$ cat config.mk
export PLATFORM = sky130hd
export DESIGN_NAME = fifo_wr_arbiter
export DESIGN_NICKNAME = d
export VERILOG_FILES = /design/src/rtl/fifo_arb_pkg.sv /design/src/rtl/rr_pick.sv /design/src/rtl/fifo_wr_arbiter.sv
export SDC_FILE = /design/constraint.sdc
export NUM_CORES = 1
export LEC_CHECK = 0
export CAP_MARGIN = 10
export CORE_AREA = 2 2 66 68
export CTS_CLUSTER_DIAMETER = 150
export DETAILED_ROUTE_END_ITERATION = 8
export DIE_AREA = 0 0 68 70
export MAX_ROUTING_LAYER = met4
export PLACE_DENSITY = 0.8
export SYNTH_ARGS = -nofsm -noshare
export SYNTH_HDL_FRONTEND = slang
export SYNTH_SLANG_ARGS = --single-unit
$ cat constraint.sdc
create_clock -name wclk -period 2.05 [get_ports wclk]
set_clock_uncertainty 0.15 [all_clocks]
set_input_delay 0.41 -clock wclk [delete_from_list [all_inputs] [get_ports wclk]]
set_output_delay 0.41 -clock wclk [all_outputs]
set_load 0.05 [all_outputs]
$ cat src/rtl/fifo_arb_pkg.sv
// Shared definitions for the FIFO write-port arbiter: state encoding, stat width
// and the round-robin search function used by rr_pick.
package fifo_arb_pkg;

  localparam logic ST_IDLE  = 1'b0;
  localparam logic ST_GRANT = 1'b1;

  localparam int STAT_W  = 16;
  localparam int MAX_REQ = 16;
  localparam int MAX_IDW = 4;

  // First valid index after last (wrapping mod n); last itself is checked last.
  // If nothing is valid, last is returned unchanged.
  function automatic logic [MAX_IDW-1:0] rr_next(input logic [MAX_REQ-1:0] valid,
                                                 input logic [MAX_IDW-1:0] last,
                                                 input int n);
    logic [MAX_IDW-1:0] res;
    int j;
    res = last;
    for (int k = MAX_REQ; k >= 1; k--) begin
      if (k <= n) begin
        j = (int'(last) + k) % n;
        if (valid[j]) res = MAX_IDW'(j);
      end
    end
    return res;
  endfunction

endpackage

$ cat src/rtl/rr_pick.sv
// Combinational round-robin picker: next valid requester after the last owner.
module rr_pick
  import fifo_arb_pkg::*;
#(
  parameter int NREQ = 4,
  parameter int IDW  = $clog2(NREQ)
) (
  input  logic [NREQ-1:0] valid,
  input  logic [IDW-1:0]  last,
  output logic [IDW-1:0]  idx,
  output logic            any
);

  logic [MAX_IDW-1:0] pick_full;

  assign pick_full = rr_next(MAX_REQ'(valid), MAX_IDW'(last), NREQ);
  assign idx       = IDW'(pick_full);
  assign any       = |valid;

endmodule

$ cat src/rtl/fifo_wr_arbiter.sv
// Round-robin burst arbiter sharing one FIFO write port among NREQ requesters.
// Optional per-requester word and stall counters: define FIFO_WR_ARB_STATS_EN.
module fifo_wr_arbiter
  import fifo_arb_pkg::*;
#(
  parameter int  NREQ   = 4,
  parameter int  DWIDTH = 16,
  parameter int  BURST  = 8,
  localparam int IDW    = $clog2(NREQ)
) (
  input  logic                     wclk,
  input  logic                     srst_n,
  input  logic [NREQ-1:0]          req_valid,
  input  logic [NREQ*DWIDTH-1:0]   req_data,
  output logic [NREQ-1:0]          req_ready,
  output logic                     wdv,
  output logic [DWIDTH-1:0]        wdata,
  input  logic                     wfull,
  output logic                     busy,
  output logic [IDW-1:0]           owner
`ifdef FIFO_WR_ARB_STATS_EN
  ,
  input  logic                     stat_clr,
  output logic [NREQ*STAT_W-1:0]   stat_words,
  output logic [STAT_W-1:0]        stat_stall
`endif
);

  localparam int BCW = $clog2(BURST + 1);

  logic           state;
  logic [BCW-1:0] bcnt;
  logic           grant;
  logic           own_vld;
  logic           xfer;
  logic           last_beat;
  logic [IDW-1:0] pick;
  logic           any_vld;

  rr_pick #(.NREQ(NREQ), .IDW(IDW)) u_pick (
    .valid (req_valid),
    .last  (owner),
    .idx   (pick),
    .any   (any_vld)
  );

  // Zero-latency datapath; reset gates everything so an in-flight word is never written.
  always_comb begin
    grant     = srst_n && (state == ST_GRANT);
    own_vld   = 1'b0;
    wdata     = '0;
    for (int i = 0; i < NREQ; i++) begin
      if (owner == IDW'(i)) begin
        own_vld = req_valid[i];
        if (grant) wdata = req_data[i*DWIDTH +: DWIDTH];
      end
    end
    xfer      = grant && own_vld && !wfull;
    wdv       = xfer;
    busy      = grant;
    last_beat = (bcnt == BCW'(BURST - 1));
    req_ready = '0;
    for (int i = 0; i < NREQ; i++) begin
      if (owner == IDW'(i)) req_ready[i] = xfer;
    end
  end

  always_ff @(posedge wclk) begin
    if (!srst_n) begin
      state <= ST_IDLE;
      owner <= IDW'(NREQ - 1);
      bcnt  <= '0;
    end else begin
      case (state)
        ST_IDLE: begin
          if (any_vld) begin
            state <= ST_GRANT;
            owner <= pick;
            bcnt  <= '0;
          end
        end
        default: begin
          // Handover re-picks from this cycle's valids, so a lone requester is re-granted.
          if ((xfer && last_beat) || !own_vld) begin
            bcnt <= '0;
            if (any_vld) owner <= pick;
            else         state <= ST_IDLE;
          end else if (xfer) begin
            bcnt <= bcnt + 1'b1;
          end
        end
      endcase
    end
  end

`ifdef FIFO_WR_ARB_STATS_EN
  function automatic logic [STAT_W-1:0] sat_inc(input logic [STAT_W-1:0] v);
    return (&v) ? v : v + 1'b1;
  endfunction

  logic [STAT_W-1:0] words_q [NREQ];
  logic [STAT_W-1:0] stall_q;

  always_ff @(posedge wclk) begin
    if (!srst_n || stat_clr) begin
      for (int i = 0; i < NREQ; i++) words_q[i] <= '0;
      stall_q <= '0;
    end else begin
      for (int i = 0; i < NREQ; i++) begin
        if (req_ready[i]) words_q[i] <= sat_inc(words_q[i]);
      end
      if (grant && own_vld && wfull) stall_q <= sat_inc(stall_q);
    end
  end

  always_comb begin
    for (int i = 0; i < NREQ; i++) stat_words[i*STAT_W +: STAT_W] = words_q[i];
    stat_stall = stall_q;
  end
`endif

endmodule

==> results.json <==
{
  "numPortBuffers": 94,
  "worstSkewPairLatency_ps": 230,
  "rsz0062_at_grt": "true",
  "avgSynthCellArea_um2": 7.283,
  "synth_seq_cells": 7,
  "grt_pass1_vias": 1764,
  "row_count": 24,
  "fmaxAchievable_mhz": 402.6,
  "grt_pass1_wl_um": 8562,
  "viasPerCell": 5.240,
  "design_area_mm2": 0.003030,
  "start_util_pct": 28.47,
  "synth_top_area_cell": "a221oi_1",
  "dp_hpwl_um": 4182,
  "die_w_um": 68,
  "async_flop_share_pct": 0,
  "top_layer_used": "met4",
  "total_power_mw": 3.082,
  "grt-ovfl-total": 0,
  "synthCells": 162,
  "p_sw_share_pct": 48.45,
  "slew_headroom_pct": 79.94,
  "cap_violations": 0,
  "cp_common_cell": "buf_12",
  "crit_chain": "inv_4 -> ha_4 -> nor2b_4 -> buf_12 -> a221oi_2 -> nor3_1 -> a21oi_2 -> nor2_4 -> buf_12",
  "cts_max_level": 1,
  "drt_iter0_drc": 79,
  "max_stage_delay_ps": 380,
  "route.met3.wl_um": 587,
  "start_kind": "flip-flop",
  "io_pins": 95,
  "synth-edff-count": 0,
  "die-height_um": 70,
  "ys_seq_area_share_pct": 11.88,
  "vias": 1750,
  "met1Wirelength_um": 2166,
  "worstSetupEndpointType": "output port",
  "synth_ff_type": "dfxtp_1",
  "clock-sinks": 7,
  "finalCritPeriodShare_pct": 121.2,
  "grt_usage_pct": 23.74,
  "cts_tree": "done",
  "power_density_mw_per_mm2": 1017,
  "seq_power_share_pct": 6.5,
  "synthDistinctLibCells": 38,
  "min_path_type": "flip-flop to flip-flop",
  "yosysTopAreaCellShare_pct": 11.88,
  "min_period_ps": 2484,
  "setup_ws_ps": -434.1,
  "syn_nets": 238,
  "cp_max_fo": 16,
  "required_ps": 1490,
  "routedWlPerCell_um": 17.22,
  "dp_slack_ps": -389.5,
  "grt_max_degree": 34,
  "synth_area_mm2": 0.001180,
  "path_buf_inv": 3,
  "design.core.area_mm2": 0.004144,
  "tightest_slew_ps": 298.6,
  "final_max_slew_viol_count": 0,
  "hold_violations": 0,
  "violations": "negative setup slack",
  "gp_congestion": 0.8708,
  "postPlaceCellArea_mm2": 0.002766,
  "cts_buffers": 3,
  "critical_path_class": "flip-flop to output port",
  "p_int_mw": 1.589,
  "yosys_warnings": 0,
  "postRouteAntennaNets": 0,
  "wirelength_um": 5753,
  "antenna_cells": 0,
  "cpMaxStageDelayCell": "dfxtp_4",
  "layout-drive-gt1-share_pct": 49.29,
  "clockBufferDepth": 2,
  "wl_met2_um": 2856,
  "clock-root-buffer": "clkbuf_8",
  "p_switching_mw": 1.493,
  "areaGrowthSynthToFinish_pct": 156.8,
  "ys_top_cells_by_area": "a221oi_1 12%, dfxtp_1 12%, nor2b_1 9.5%",
  "cp.arrival_ps": 1920,
  "antenna_found_initial": 0,
  "comb_power_share_pct": 87.0,
  "die_area_mm2": 0.004760,
  "pwr-share-clk_pct": 6.5,
  "ir_drop_mv": 0.7453,
  "setup_viol": 22,
  "p_leak_nw": 1.107,
  "final_nets": 359,
  "drc_errors": 0,
  "status": "finished, violations left",
  "clkTransAtPathRegs_ps": 40,
  "first_pass_iters": 4,
  "worst_path_dominant_cell_family": "compound AO/OA/AOI/OAI gates"
}
-- cells in the mapped netlist, drive strengths merged (3+ instances only) --
library cell,instances
a21oi,17
a221oi,16
and2,4
buf,7
clkbuf,8
dfxtp,7
ha,5
inv,3
nand2,4
nor2,23
nor2b,19
nor3,17
o21ai,7
-- power groups by stage --
stage | logic [mW] | clock network [mW] | registers (mW)
floorplan | 1.42 | 0 | 0.260
global placement | 2.30 | 0 | 0.196
detailed placement | 2.35 | 0 | 0.198
CTS | 2.53 | 0.205 | 0.199
global route | 2.85 | 0.210 | 0.202
finish | 2.68 | 0.201 | 0.199
-- per-stage QoR --
step                instances  utilization [%]  hold WS (ps)  setup TNS (ps)
floorplan                 162                -         320.4           -9137
finish                    334            73.13         347.8           -7025
global route              334            73.13         360.2           -8763
CTS                       331            70.92         351.9           -7194
detailed placement        327            66.76         346.3           -5608
global placement          327            66.76         337.0           -4688
-- placed cells by master, fill, tap and decap left out, drive strengths merged --
| cell type | instances |
|---|---|
| a221oi | 16 |
| nand3 | 2 |
| dfxtp | 7 |
| mux2i | 2 |
| nor3 | 17 |
| o41a | 1 |
| o22ai | 1 |
| clkbuf | 4 |
| a21boi | 1 |
| and2 | 4 |
| inv | 3 |
| nand2 | 4 |
| xor2 | 2 |
| o21ai | 7 |
| nand4 | 1 |
| nor2 | 23 |
| dlygate4sd2 | 1 |
| buf | 61 |
| a31oi | 1 |
| or3 | 1 |
| nand3b | 1 |
| ha | 5 |
| clkdlybuf4s50 | 69 |
| nand2b | 2 |
| a2111oi | 1 |
| nor2b | 19 |
| nor4b | 1 |
| mux4 | 1 |
| mux2 | 2 |
| a211oi | 2 |
| o21a | 1 |
| o221ai | 1 |
| xnor2 | 1 |
| a21oi | 17 |
-- flip-flops by register name (all words and copies together), names as in the netlist --
name / cells
owner: 2
state: 1
bcnt: 4
-- tightest hold or removal path, cell delays in order (launching register included) --
cell and delay (ps):
dfxtp_1 330, o221ai_2 70, a21boi_2 50
-- path summary, 6_finish.rpt --
kind                 start  endpoint  slack [ps]  cells after the start
hold / removal     bcnt[1]   bcnt[1]         350                      2
setup reg to reg  owner[0]  owner[0]           0                     10
setup / recovery  owner[0]  wdata[2]        -430                      9
hold reg to reg    bcnt[1]   bcnt[1]         350                      2
-- per-layer routing --
layer,GRT usage (%),up-vias
li1,-,837
met1,25.97,824
met2,40.88,72
met3,6.441,17
met4,7.333,0
met5,-,-
-- cells by family (layout without fill, tap and decap cells) --
family	count (synthesis)	count (layout)	synth area share, %
and+or+nand+nor	75	75	33.62
AOI/OAI and AO/OA	49	49	32.66
buffers and inverters	18	138	7.741
DFF	7	7	11.88
adders and majority gates	5	5	5.302
muxes	5	5	6.574
xor gates and xnor gates	3	3	2.227
-- area by class of cell --
cell class                      count  area [um2]
Fill cell                         275        1114
Sequential cell                     7       147.6
Clock buffer                        4       45.04
Inverter                            3       16.27
Timing Repair Buffer              131        1460
Multi-Input combinational cell    137        1296
Tap cell                           52       65.06
-- repair_timing --
action	4_1_cts	5_1_grt
endpoints found under the hold margin	0	0
endpoints found under the setup margin	26	27
pin swaps	4	1
cloned	0	0
buffers inserted	0	3
hold buffers	0	0
gates resized for setup	27	15
Note: power is estimated with default switching activity, not from simulation.
==> patch 1, RTL diff (same flow settings) <==
Set the parameter `BURST` to 16 (it was 8).
--- a/src/rtl/fifo_wr_arbiter.sv
+++ b/src/rtl/fifo_wr_arbiter.sv
@@ -6,5 +6,5 @@
   parameter int  NREQ   = 4,
   parameter int  DWIDTH = 16,
-  parameter int  BURST  = 8,
+  parameter int  BURST  = 16,
   localparam int IDW    = $clog2(NREQ)
 ) (
Check against the original RTL: not equivalent (Yosys sat finds a counterexample within 10 cycles, from zero or initial values and one cycle with srst_n low).
==> patch 1 against the original RTL <==
  * The flow still finishes with violations (negative setup slack)
  * Final area up 9.1%
  * Non-clock buffer count unchanged
  * Sequential cell count grew 1
  * Total power up 13%
  * Register-to-register slack worse by 0.45 ns
  * Area after synthesis rose by 7.1%
  * Worst setup slack worse by 0.082 ns
  * Combinational power up 13%
  * Wire length increased by 35%
  * Critical endpoint is now wdata[8]
  * Highest routed layer unchanged
==> patch 1: results (changes against the original RTL) <==
Yosys cell types = 39 (+2.6%)
Routed vias = 2075 (+19%)
Final Setup Violations = 29 (+32%)
Pin count of the biggest net entering global routing = 34 (unchanged)
Vias in the first global route = 1896 (+7.5%)
Slew HR = 55.2% (-25 points)
Synth cell count leaders = 22 x nor2_1, 18 x nor2b_1, 18 x nor3_1
GR Layer Usage met2 = 44.6% (+3.7 points)
Drt pass-1 iters = 4 (unchanged)
H-tree depth = 1 (unchanged)
Clock Latency Late Sink = 0.24 ns
Failing checks = negative setup slack
Post-DR wirelength/cell = 21.8 microns (+27%)
Setup ws final = -0.516 ns (-0.0820 ns)
Status = finished with violations
Mean Syn Cell Area = 6.79 sq um (-6.7%)
Setup Buffers After CTS = 2 (+2)
Filler cells = 210 (-24%)
Met3 routed WL = 725 microns (+24%)
Final TNS setup = -10.51 ns (-3.49 ns)
Total GRT Usage = 25.2% (+1.4 points)
WL met1 = 2790 microns (+29%)
Post-DP Area = 0.00273 sq mm (-1.4%)
Post-DP HPWL = 4370 microns (+4.4%)
Num CTS Buffers = 3 (unchanged)
Ys flop type = dfxtp_1
Fin nets = 382 (+6.4%)
Leak = 1.22 nW (+10%)
PortBufs = 94 (unchanged)
Routed WL = 7770 microns (+35%)
Peak supply drop = 0.672 mV (-9.8%)
WP data arrival = 2.01 ns (+0.09 ns)
CP top delay family = simple AND/OR/NAND/NOR gates
DP Cell Count = 345 (+5.5%)
Placement Setup Slack = -0.400 ns (-0.0101 ns)
Clock Path Buffers = 2 (unchanged)
Routability cong. = 0.808 (-7.2%)
Crit path max fanout = 24 (+8)
M3 GR Usage = 6.92% (+0.48 points)
Post-synthesis sequential area ratio = 12.7% (+0.80 points)
Largest registers = bcnt: 5 flops, owner: 2 flops, state: 1 flops
Resize count post-CTS = 45 (+67%)
Reg clk slew, reported paths = 0.04 ns (about the same)
Met1 global-route usage = 26.5% (+0.52 points)
First-pass GRT wire length = 9050 microns (+5.7%)
Mapped Nets = 263 (+11%)
Synth top area cells = dfxtp_1 13%, a221oi_1 11%, nor2b_1 8.9%, nor3_1 7.1%, nor2_1 6.5%
Layout cells sized above 1 = 48.7% (-0.61 points)
Routed wl met2 = 3900 microns (+37%)
CP max stage delay = 0.40 ns (+0.02 ns)
Drt first-iter violations = 137 (+73%)
==> patch 1: cell types whose count changed after synthesis, sizes merged, moves of 2 or more <==
cell / unedited run / this run
a31oi: 1 / 5
nand3: 2 / 4
buf: 7 / 4
or3: 1 / 4
inv: 3 / 7
o21ai: 7 / 3
clkbuf: 8 / 13
nor3: 17 / 19
o211a: 0 / 2
nor4: 0 / 3
nand2: 4 / 11
==> patch 1: layout make-up <==
type                       instances  area [sq um]  area share, %
multi-input combinational        154          1560           47.3
timing repair buffer             131          1430           43.2
sequential                         8           168           5.07
tap                               52          65.1           1.97
clock buffer                       4          45.0           1.36
inverter                           7          36.3           1.10
==> patch 1: cells by family (layout without fill, tap and decap cells) <==
| group | count (synthesis) | after routing | synth area share, % |
|---|---|---|---|
| AND/OR/NAND/NOR | 92 | 92 | 38.5 |
| AO/OA/AOI/OAI | 50 | 50 | 28.2 |
| buffers and inverters | 24 | 142 | 8.91 |
| flip-flops | 8 | 8 | 12.7 |
| adder cells (fa/ha/maj) | 6 | 6 | 5.94 |
| multiplexers | 5 | 5 | 5.05 |
| XOR/XNOR | 1 | 1 | 0.693 |
==> patch 1: worst paths after layout <==
kind / from / to / slack [ns] / cells past startpoint
max: owner[0]$_SDFFE_PN1P_ / wdata[8] / -0.52 / 9
min reg2reg: bcnt[4]$_SDFFE_PN0P_ / bcnt[4]$_SDFFE_PN0P_ / 0.33 / 2
max reg2reg: owner[1]$_SDFFE_PN1P_ / bcnt[2]$_SDFFE_PN0P_ / -0.45 / 11
min: bcnt[4]$_SDFFE_PN0P_ / bcnt[4]$_SDFFE_PN0P_ / 0.33 / 2
==> patch 1: power by group <==
group | internal (mW) | switching, mW
logic | 1.39 | 1.66
registers | 0.186 | 0.0407
clock network | 0.136 | 0.0735
total | 1.71 | 1.77
==> patch 2, RTL diff (config.mk and constraints unchanged) <==
Without the edit above. Compare `bcnt` against `BCW'(BURST - 1)` with >= in place of ==.
--- a/src/rtl/fifo_wr_arbiter.sv
+++ b/src/rtl/fifo_wr_arbiter.sv
@@ -59,5 +59,5 @@
     wdv       = xfer;
     busy      = grant;
-    last_beat = (bcnt == BCW'(BURST - 1));
+    last_beat = (bcnt >= BCW'(BURST - 1));
     req_ready = '0;
     for (int i = 0; i < NREQ; i++) begin
Check against the original RTL: same outputs for any inputs over 4 cycles, from zero or initial values and one cycle with srst_n low; that may be too few to reach the edited logic, so the function may still have changed.
==> patch 2 against the original RTL <==
  * Sequential power shrank 3%
  * Final area grew 4.2%
  * Hold slack lost 0.012 ns
  * Worst setup slack lost 0.016 ns
  * Largest cell class unchanged
  * Critical path depth shrank 1
  * Sequential cell count is the same
  * Total power grew 5.9%
  * Core utilization grew 3.0 points
  * Sequential share of layout area shrank 0.20 points
  * Area after synthesis shrank 3.9%
  * First-iteration DRC count shrank 14%
  * The run still ends with negative setup slack left
  * Wire length grew 4.2%
  * Largest power group unchanged
==> patch 2: results (changes against the original RTL) <==
Status = finished with violations
Failing checks = negative setup slack
Flop2flop setup slack = -0.24 ns (-0.24 ns)
Hold WS = 0.336 ns (-0.0115 ns)
Yosys cell types = 36 (-5.3%)
Filler cells = 251 (-8.7%)
Fin nets = 368 (+2.5%)
Routed wl met2 = 3030 microns (+6.0%)
Num CTS Buffers = 3 (unchanged)
Clock Latency Late Sink = 0.23 ns (about the same)
Switch Pwr = 1.60 mW (+7.4%)
Slew HR = 77.3% (-2.7 points)
Mean Syn Cell Area = 6.67 sq um (-8.4%)
Resize count post-CTS = 20 (-26%)
Clk pwr share = 6.1% (-0.4 points)
Post-DP Area = 0.00279 sq mm (+0.95%)
Drt via density = 5.46 (+4.2%)
Synth cell count leaders = 25 x nor2_1, 20 x nor2b_1, 19 x a21oi_1
Final design utilization = 76.2% (+3.0 points)
Synth top area cells = a221oi_1 12%, dfxtp_1 12%, nor2b_1 11%, a21oi_1 8.4%, nor2_1 8.3%
DP Cell Count = 337 (+3.1%)
Global route hottest layer = met2
Placement Setup Slack = -0.325 ns (+0.0644 ns)
Peak supply drop = 0.545 mV (-27%)
Layout cells sized above 1 = 50.5% (+1.2 points)
CP top delay family = compound AO/OA/AOI/OAI gates
ANT cells = 0 (unchanged)
M3 GR Usage = 6.44% (unchanged)
Setup Buffers After CTS = 1 (+1)
Met1 global-route usage = 26.1% (+0.091 points)
First-pass GRT wire length = 8360 microns (-2.3%)
CP Capture Point = req_ready[1]
Ys flop type = dfxtp_1
WL met1 = 2200 microns (+1.7%)
Crit path max fanout = 8 (-8)
Post-DR wirelength/cell = 17.5 microns (+1.4%)
Worst Reg-to-Reg Cells = 9 (-1)
Total GRT Usage = 22.9% (-0.86 points)
Pin count of the biggest net entering global routing = 28 (-18%)
Setup ws final = -0.450 ns (-0.0159 ns)
Met3 routed WL = 660 microns (+12%)
Routed WL = 5990 microns (+4.2%)
GR Layer Usage met2 = 39.5% (-1.4 points)
Routability cong. = 0.830 (-4.7%)
Pint = 1.66 mW (+4.4%)
Leak = 1.16 nW (+4.6%)
Comb power = 2.87 mW (+7%)
Post-DP HPWL = 4100 microns (-1.8%)
Final TNS setup = -8.29 ns (-1.27 ns)
Post-synthesis sequential area ratio = 12.4% (+0.49 points)
Worst Hold Class = register to register
WS Path Type = register to output port
Mapped Nets = 246 (+3.4%)
Drt first-iter violations = 68 (-14%)
Vias in the first global route = 1759 (-0.28%)
Final Setup Violations = 27 (+23%)
Drt pass-1 iters = 6 (+2)
-- patch 2: changes by cell type after synthesis, sizes merged, moves of 3 or more --
cell	change
inv	+3
buf	-4
o21ai	-3
clkbuf	+5
-- patch 2: cell families after synthesis --
| kind of cell | Yosys count | synth area share, % |
|---|---|---|
| adder cells (fa/ha/maj) | 5 | 5.52 |
| multiplexers | 4 | 4.75 |
| AND/OR/NAND/NOR | 78 | 34.0 |
| flip-flops | 7 | 12.4 |
| AO/OA/AOI/OAI | 53 | 34.2 |
| buffers and inverters | 22 | 8.39 |
| XOR/XNOR | 1 | 0.773 |
-- patch 2: area by class of cell --
type / count / share of cell area (%)
Clock buffer: 4 / 1.43
Sequential cell: 7 / 4.68
Timing Repair Buffer: 133 / 47.3
Inverter: 6 / 0.872
Multi-Input combinational cell: 141 / 43.6
Tap cell: 52 / 2.06
